[src/rtl/bmp_frame_streamer.sv]
// Streams a bottom-up 24-bit BMP from byte-wide frame memory as a top-down pixel stream.
// Byte reads are throttled so buffered plus in-flight pixels never exceed FIFO_DEPTH.
module bmp_frame_streamer #(
    parameter int unsigned FIFO_DEPTH = 4
) (
    input  logic        clk,
    input  logic        rst,
    input  logic        start,
    input  logic [31:0] base_addr,
    input  logic [15:0] img_width,
    input  logic [15:0] img_height,
    output logic        busy,
    output logic        done,
    output logic        mem_rd_en,
    output logic [31:0] mem_rd_addr,
    input  logic [7:0]  mem_rd_data,
    output logic        m_valid,
    input  logic        m_ready,
    output logic [23:0] m_data,
    output logic        m_sof,
    output logic        m_eol,
    output logic        m_eof
);

    localparam int unsigned AW = $clog2(FIFO_DEPTH);
    localparam int unsigned CW = AW + 1;

    typedef enum logic [1:0] {IDLE, RUN, DRAIN, DONE} state_t;

    state_t      state, state_nxt;
    logic [31:0] stride_in, first_row;
    logic [31:0] stride, row_bytes, row_addr, col_off;
    logic [15:0] height_q, row_cnt;
    logic [1:0]  phase, ret_phase;
    logic        ret_valid;
    logic [2:0]  ret_flags;
    logic [7:0]  b_q, g_q;
    logic [CW-1:0] fifo_cnt, fifo_cnt_nxt, inflight, inflight_nxt;
    logic [AW-1:0] wr_ptr, rd_ptr;
    logic [26:0] fifo_mem [FIFO_DEPTH];
    logic [26:0] head;
    logic        rd_go, last_col, last_row, last_byte, zero_dim;
    logic        push, pop;
    logic        sof_i, eol_i, eof_i;

    always_comb begin
        stride_in = ((32'(img_width) * 32'd3) + 32'd3) & ~32'd3;
        first_row = base_addr + (32'(img_height) - 32'd1) * stride_in;
        zero_dim  = (img_width == 16'd0) || (img_height == 16'd0);

        last_col  = (col_off == row_bytes - 32'd1);
        last_row  = (row_cnt == height_q - 16'd1);
        last_byte = last_col && last_row;
        sof_i     = (row_cnt == 16'd0) && (col_off == 32'd2);
        eol_i     = last_col;
        eof_i     = last_byte;

        // Throttle on every byte, so a stalled FIFO can pause a pixel mid-read.
        rd_go = (state == RUN) && ((fifo_cnt + inflight) < CW'(FIFO_DEPTH));
        push  = ret_valid && (ret_phase == 2'd2);
        pop   = m_valid && m_ready;

        fifo_cnt_nxt = fifo_cnt + CW'(push) - CW'(pop);
        inflight_nxt = inflight + CW'(rd_go && (phase == 2'd0)) - CW'(push);
    end

    always_ff @(posedge clk) begin
        if (rst) state <= IDLE;
        else     state <= state_nxt;
    end

    always_comb begin
        state_nxt   = state;
        busy        = 1'b0;
        done        = 1'b0;
        mem_rd_en   = 1'b0;
        mem_rd_addr = '0;
        case (state)
            IDLE: begin
                if (start) state_nxt = zero_dim ? DONE : RUN;
            end
            RUN: begin
                busy        = 1'b1;
                mem_rd_en   = rd_go;
                mem_rd_addr = rd_go ? (row_addr + col_off) : '0;
                if (rd_go && last_byte) state_nxt = DRAIN;
            end
            DRAIN: begin
                busy = 1'b1;
                // Look ahead so done follows the final transfer by one cycle.
                if ((fifo_cnt_nxt == '0) && (inflight_nxt == '0)) state_nxt = DONE;
            end
            DONE: begin
                done = 1'b1;
                if (!start) state_nxt = IDLE;
            end
            default: state_nxt = IDLE;
        endcase
    end

    always_ff @(posedge clk) begin
        if (rst) begin
            ret_valid <= 1'b0;
            ret_phase <= '0;
            ret_flags <= '0;
            b_q       <= '0;
            g_q       <= '0;
            stride    <= '0;
            row_bytes <= '0;
            row_addr  <= '0;
            col_off   <= '0;
            height_q  <= '0;
            row_cnt   <= '0;
            phase     <= '0;
            fifo_cnt  <= '0;
            inflight  <= '0;
            wr_ptr    <= '0;
            rd_ptr    <= '0;
        end else begin
            ret_valid <= rd_go;
            ret_phase <= phase;
            ret_flags <= {sof_i, eol_i, eof_i};
            fifo_cnt  <= fifo_cnt_nxt;
            inflight  <= inflight_nxt;

            if (state == IDLE && start) begin
                stride    <= stride_in;
                row_bytes <= 32'(img_width) * 32'd3;
                row_addr  <= first_row;
                height_q  <= img_height;
                col_off   <= '0;
                row_cnt   <= '0;
                phase     <= '0;
            end

            if (rd_go) begin
                phase <= (phase == 2'd2) ? 2'd0 : phase + 2'd1;
                if (last_col) begin
                    col_off  <= '0;
                    row_addr <= row_addr - stride;
                    row_cnt  <= row_cnt + 16'd1;
                end else begin
                    col_off <= col_off + 32'd1;
                end
            end

            if (ret_valid && ret_phase == 2'd0) b_q <= mem_rd_data;
            if (ret_valid && ret_phase == 2'd1) g_q <= mem_rd_data;

            if (push) wr_ptr <= wr_ptr + AW'(1);
            if (pop)  rd_ptr <= rd_ptr + AW'(1);
        end
    end

    always_ff @(posedge clk) begin
        if (!rst && push) fifo_mem[wr_ptr] <= {ret_flags, mem_rd_data, g_q, b_q};
    end

    always_comb begin
        head    = fifo_mem[rd_ptr];
        m_valid = (fifo_cnt != '0);
        m_data  = m_valid ? head[23:0] : '0;
        m_sof   = m_valid && head[26];
        m_eol   = m_valid && head[25];
        m_eof   = m_valid && head[24];
    end

endmodule

[config.mk]
export PLATFORM = sky130hd
export DESIGN_NAME = bmp_frame_streamer
export DESIGN_NICKNAME = d
export VERILOG_FILES = /design/src/rtl/bmp_frame_streamer.sv
export SDC_FILE = /design/constraint.sdc
export NUM_CORES = 1
export LEC_CHECK = 0
export BUFFER_PORTS_ARGS = -buffer_cell sky130_fd_sc_hd__buf_4
export CORE_ASPECT_RATIO = 0.8
export CORE_UTILIZATION = 30
export DETAILED_ROUTE_END_ITERATION = 8
export PLACE_DENSITY = 0.51
export SKIP_CTS_REPAIR_TIMING = 1
export SLEW_MARGIN = 20
export SYNTH_ARGS = -nofsm -noshare
export SYNTH_HDL_FRONTEND = slang
export SYNTH_SLANG_ARGS = --single-unit
[constraint.sdc]
create_clock -name clk -period 11.8 [get_ports clk]
set_input_delay 0.59 -clock clk [delete_from_list [all_inputs] [get_ports clk]]
set_output_delay 0.59 -clock clk [all_outputs]
set_load 0.1 [all_outputs]
Word level (Yosys, flattened, before mapping) --
Memories as Yosys holds them, arrays and structs flattened. A register that Yosys moved wholly into a read port is not among the register bits. Cells that the tools add are included.
Storage, ports and cells: register bits after elaboration 180, latch bits 0, RAM bits 108, ROM bits 0, bits of input ports 76, output and inout bits 63, logic and storage cells 108, memories kept 1
Memory list:
- fifo_mem | depth 4, width 27, rd ports 1, clocked after memory_dff 1, wr ports 1, line 40 | logic [26:0] fifo_mem [FIFO_DEPTH];
Cells by class: add/subtract/negate cells 17, multiply operators 2, divide/modulo/power cells 0, order comparisons 1, equality and inequality tests 13, shifts and indexed selects 0, multiplexer cells 28, bitwise logic cells 0, reduce and logical (&&, ||, !) cells 29
Operators by type and width (count):
- $mux W32 | 8
- $add A32 B32 Y32 | 2
- $logic_not A16 Y1 | 3
- $mux W16 | 3
- $add A32 B1 Y32 const B | 1
- $eq A32 B2 Y1 const B | 1
- $eq A32 B32 Y1 | 1
- $mul A32 B17 Y30 | 1
- $sub A32 B32 Y32 | 1
- $mux W24 | 1
- $mux W2 | 10
- $add A18 B2 Y19 const B | 1
- $sub A18 B1 Y19 const B | 1
- $mul A16 B2 Y18 const B | 1
- $sub A16 B1 Y17 const B | 1
- $add A16 B1 Y16 const B | 1
- $eq A16 B16 Y1 | 1
- $sub A16 B1 Y16 const B | 1
- $logic_and A1 B1 Y1 | 15
- $eq A2 B2 Y1 const B | 4
- $pmux W2 S4 | 1
- $add A2 B1 Y2 const B | 3
- $add A3 B1 Y3 | 2
- $logic_not A2 Y1 | 3
- other kinds (14) | 23

Depth between registers and ports, before layout --
depth in word-level cells 10, depth in mapped cells 47, depth with buffers taken out 46

Worst setup path after synthesis --
Ideal clock, no wire load.
kind input -> register, start in img_width[0], end reg row_addr[30], library setup time 0.114 ns, arrival 10.171 ns, required time 11.686 ns, slack 1.514 ns, stages 39, path buffers 1, cells stage by stage ha_1 -> inv_1 -> fa_1 -> and2b_1 -> o22ai_2 -> xnor2_2 -> nand3b_4 -> nor4_4 -> nand2_1 -> xnor2_1 -> clkbuf_1 -> nand2_1 -> fa_1 -> inv_1 -> fa_1 -> inv_1 -> fa_1 -> inv_1 -> (+3 left out) -> inv_1 -> fa_1 -> ha_1 -> a21oi_1 -> o21ai_0 -> o21a_1 -> o21a_1 -> o41ai_1 -> nor2_1 -> a2111oi_0 -> xnor2_1 -> ha_1 -> nor4_1 -> nor3_1 -> a21o_1 -> o41ai_1 -> nor3_1 -> a2111oi_0
On the way: cells in the longest elaborated chain, start to end 7
Ends and longest elaborated chain:
- start, declared | line 10 | input logic [15:0] img_width,
- $mul A16 B2 Y18 (*) | line 47 | stride_in = ((32'(img_width) * 32'd3) + 32'd3) & ~32'd3;
- $add A18 B2 Y19 (*) | line 47
- $mul A32 B17 Y30 (*) | line 48 | first_row = base_addr + (32'(img_height) - 32'd1) * stride_in;
- $add A32 B32 Y32 (*) | line 48
- $mux W32 (*) | line 126 | if (state == IDLE && start) begin
- $mux W32 | line 138 | if (last_col) begin
- $mux W32 (*) | line 136 | if (rd_go) begin
- end signal, assigned | line 129 | row_addr <= first_row;
- end signal, assigned | line 140 | row_addr <= row_addr - stride;
- end, declared | line 32 | logic [31:0] stride, row_bytes, row_addr, col_off;
Every way passes the cells marked *; elsewhere a longest branch is shown, timed or not. A chain may end at the register's enable or synchronous reset.

Worst setup path after layout --
start in img_width[1], end reg row_addr[31]
The elaborated chain is that of the path after synthesis.

==> impl_summary.md <==
Logic synthesis
Counting flops with a built-in enable in the synthesized netlist gives roughly 110. The warning count from the yosys run is 0. The sequential-to-total area share from yosys stat is 24.5%. The mapped netlist covers 27000 sq um. The unique cell type count in the Yosys netlist is 84. Counting flops with an async set or reset pin after synthesis yields a share of 0%.

The post-synthesis instance total is 3043. The number of synthesized register bits is around 280. The most common flop cell mapped by yosys is dfxtp_1. The net count after synthesis is 3579.

The average cell area after synthesis is 8.88 sq um.

Critical path
The internal reg-to-reg setup slack is between 6000 and 7000 ps. Data on the critical path is required at its endpoint by 12230 ps. By instance count, the cell type seen most on the critical path is fa_1. The kind of end point of the critical path is a register.

The peak per-stage delay on the critical path is 620 ps. The cell type of the slowest stage on the worst timing path is or3_1. The arrival time at the worst endpoint is 11020 ps. The startpoint identified for the worst register-to-register timing path is row_bytes[4].

The end of the worst register-to-register path is row_cnt[13]. The start-to-end type of the worst setup path is input port to register. The nature of the critical path startpoint is an input port. The count of cells along the worst register-to-register path is 14. Along the worst path, the maximum fanout reaches 15.

Clock network
CTS built an H-tree with a depth of 2. The buffer depth of the longest clock path is 3. The CTS tree is done.

The clock drives 277 sinks. Clock latency on the worst-skew pair, taken at its later pin, is ~550 ps. Clock-pin slew was measured on the worst setup and hold paths at 60 ps. TritonCTS created 34 clock buffers.

The root buffer cell is clkbuf_16.

Route
In this run the remaining antenna-violating nets after routing total 0. The total routed wire length on the met1 layer is 40000 microns. The first routing iteration left 1469 violations. The detailed-route DRC error count is 0. In the detailed route, the total length drawn on met3 is 6150 microns. The first detailed-routing pass ran for 5 iterations. Wires add up to 81500 microns.

The vias after detailed routing is around 21000. The average vias per placed instance is 4.84. After detailed routing, the average wire length per cell comes to 18.6 microns. After detailed routing, no signal wire sits above met5. The total met2 wirelength after detailed routing is 33500 microns.

Layout
The final-layout fill cell count is around 9400. The final design instance area without fill is a little over 30000 sq um. The final net count is 3690. The fraction of final layout cells with drive strength greater than 1 is 9.72%.

The repair_antennas step left the layout with diodes totalling 0. Relative to the synthesized area, the layout overhead comes to 13.7%.

Global route
The overall fraction of global-route tracks in use is 18.1%. The largest net degree at the start of global routing is 64. The via count of the first global-routing pass was 20700. The number of antenna violations at the first check in global routing is 9. The residual overflow from global routing is 0. The first global-routing pass estimated 127000 microns of wire.

Hold path
The worst hold path begins at mem_rd_data[3]. The cell depth of the worst hold path is 1. The min-delay analysis places its worst path in the category input port to register.

For hold timing, the worst endpoint is fifo_mem[1][19].

STA
The worst clock skew is 29.3 ps. Subtracting the final worst setup slack from the clock period gives 10590 ps. The transition time of the tightest slew-check pin is 1130 ps. In this run the tightest slew margin relative to its limit is 24.3%. The highest clock rate is 94.4 MHz.

Setup violations remaining at the end of the flow were counted as 0. The final count of pins violating max slew is 0. The minimum hold slack is 265 ps. The worst-case setup margin in the final layout is 1210 ps. Setup repair after global routing left no endpoint under its margin. The accumulated negative setup slack is 0 ps. The final number of hold-violating endpoints came to 0. The worst path uses between 80 and 90% of the clock period.

Status
The run finished with clean final reports.

Placement
The congestion estimate from routability-driven global placement came to 0.882. The HPWL after detailed placement is 64800 microns. The placed cell area is 29500 sq um. The worst slack at placement is about 850 ps. Input and output buffers added on the ports amount to 138.

Floorplanning
Measured along the y axis, the die boundary spans 270 microns. The floorplan step defined a die boundary enclosing 91300 sq um. The area of the core is 89300 sq um. The initial cell density of the core is 30.3%.

The number of placement rows is 98. The chip width is ~340 microns. The boundary pin count is between 100 and 150.

Run
The tool flagged a number of max-cap violations equal to 0.
synth_stat cells (all sizes together) (6+ instances only):
cell type / count / share of area, %
nand3b: 10 / 0.32
nand2b: 43 / 1.0
a21o: 47 / 1.3
nor4b: 6 / 0.27
a31oi: 15 / 0.35
or2: 15 / 0.35
a21boi: 6 / 0.17
edfxtp: 108 / 12
o21ai: 133 / 2.5
nand3: 66 / 1.2
xor2: 79 / 2.6
nor2b: 29 / 0.67
a211o: 7 / 0.23
buf: 17 / 0.29
dfxtp: 169 / 13
or4: 6 / 0.17
xnor2: 138 / 4.5
o41ai: 7 / 0.23
a2111oi: 6 / 0.20
o21bai: 16 / 0.44
clkbuf: 97 / 1.3
and3: 28 / 0.67
a21oi: 161 / 3.0
a211oi: 38 / 1.1
or3: 15 / 0.35
nor3: 54 / 1.0
nand4: 21 / 0.49
mux4: 27 / 2.3
mux2i: 21 / 0.78
and2: 52 / 1.2
fa: 269 / 20
nor2: 327 / 4.5
ha: 191 / 8.8
o21a: 21 / 0.58
inv: 408 / 5.7
nor4: 23 / 0.63
nand2: 300 / 4.2
o31ai: 17 / 0.47
worst max-delay path by stage:
stage / start / endpoint / cells past startpoint
floorplan: img_width[0] / row_addr[30] / 39
global placement: img_width[1] / row_addr[31] / 42
detailed placement: img_width[1] / row_addr[31] / 42
CTS: img_width[1] / row_addr[31] / 42
global route: img_width[1] / row_addr[31] / 42
finish: img_width[1] / row_addr[31] / 42
through the flow:
| stage | instances | utilization, % |
|---|---|---|
| finish | 4379 | 34.4 |
| global route | 4379 | 34.4 |
| CTS | 4379 | 34.4 |
| detailed placement | 4318 | 33.1 |
| global placement | 4318 | 33.1 |
| floorplan | 3043 | - |
critical path, delay by kind of cell:
family	cells	cell delay, ps
and+or+nand+nor	10	2840
buffers and inverters	5	330
xor gates and xnor gates	3	410
adders and majority gates	10	4160
AOI/OAI and AO/OA	14	2690
area by class of cell:
class / count / area, sq um / share of cell area, %
Clock buffer: 48 / 973 / 3.17
Clock inverter: 13 / 188 / 0.611
Inverter: 408 / 1530 / 4.98
Multi-Input combinational cell: 2244 / 18500 / 60.1
Sequential cell: 277 / 6630 / 21.6
Tap cell: 1200 / 1500 / 4.89
Timing Repair Buffer: 189 / 1420 / 4.62
placed cells by master, fill, tap and decap left out, types with 27 or more instances in the layout:
cell type and instances:
edfxtp_1 108, inv_1 408, and2_1 51, a21oi_1 161
nor2_1 325, ha_1 191, buf_4 189, nand3_1 65
and3_1 27, xor2_1 78, a211oi_1 37, nor2b_1 29
clkbuf_16 34, nor3_1 53, a21o_1 47, nand2b_1 43
o21ai_0 129, nand2_1 299, mux4_2 27, dfxtp_1 168
fa_1 269, xnor2_1 134
sequential cells by signal, indices dropped and copies added, names as in the netlist, named ones only:
| register | cells |
|---|---|
| stride | 17 |
| ret_valid | 1 |
| rd_ptr | 2 |
| col_off | 32 |
| phase | 2 |
| row_cnt | 16 |
| wr_ptr | 2 |
| state | 2 |
| b_q | 8 |
| row_addr | 32 |
| ret_flags | 3 |
| fifo_cnt | 3 |
| fifo_mem | 108 |
| ret_phase | 2 |
| g_q | 8 |
| height_q | 16 |
| row_bytes | 18 |
| inflight | 3 |
per-layer routing:
metal | vias to the layer above | track usage [%]
li1 | 10300 | -
met1 | 10300 | 27.4
met2 | 543 | 25.7
met3 | 91 | 4.18
met4 | 16 | 4.06
met5 | - | 0
cell families after synthesis:
kind of cell / Yosys count / share of synthesized area (%)
AO/OA/AOI/OAI: 512 / 11.8
XOR/XNOR: 218 / 7.20
adder cells (fa/ha/maj): 460 / 28.8
buffers and inverters: 522 / 7.31
flip-flops: 277 / 24.5
multiplexers: 49 / 3.07
AND/OR/NAND/NOR: 1005 / 17.4
Power is not shown: default switching activity piles up to over one toggle a cycle in this logic, so the estimate is an artifact.
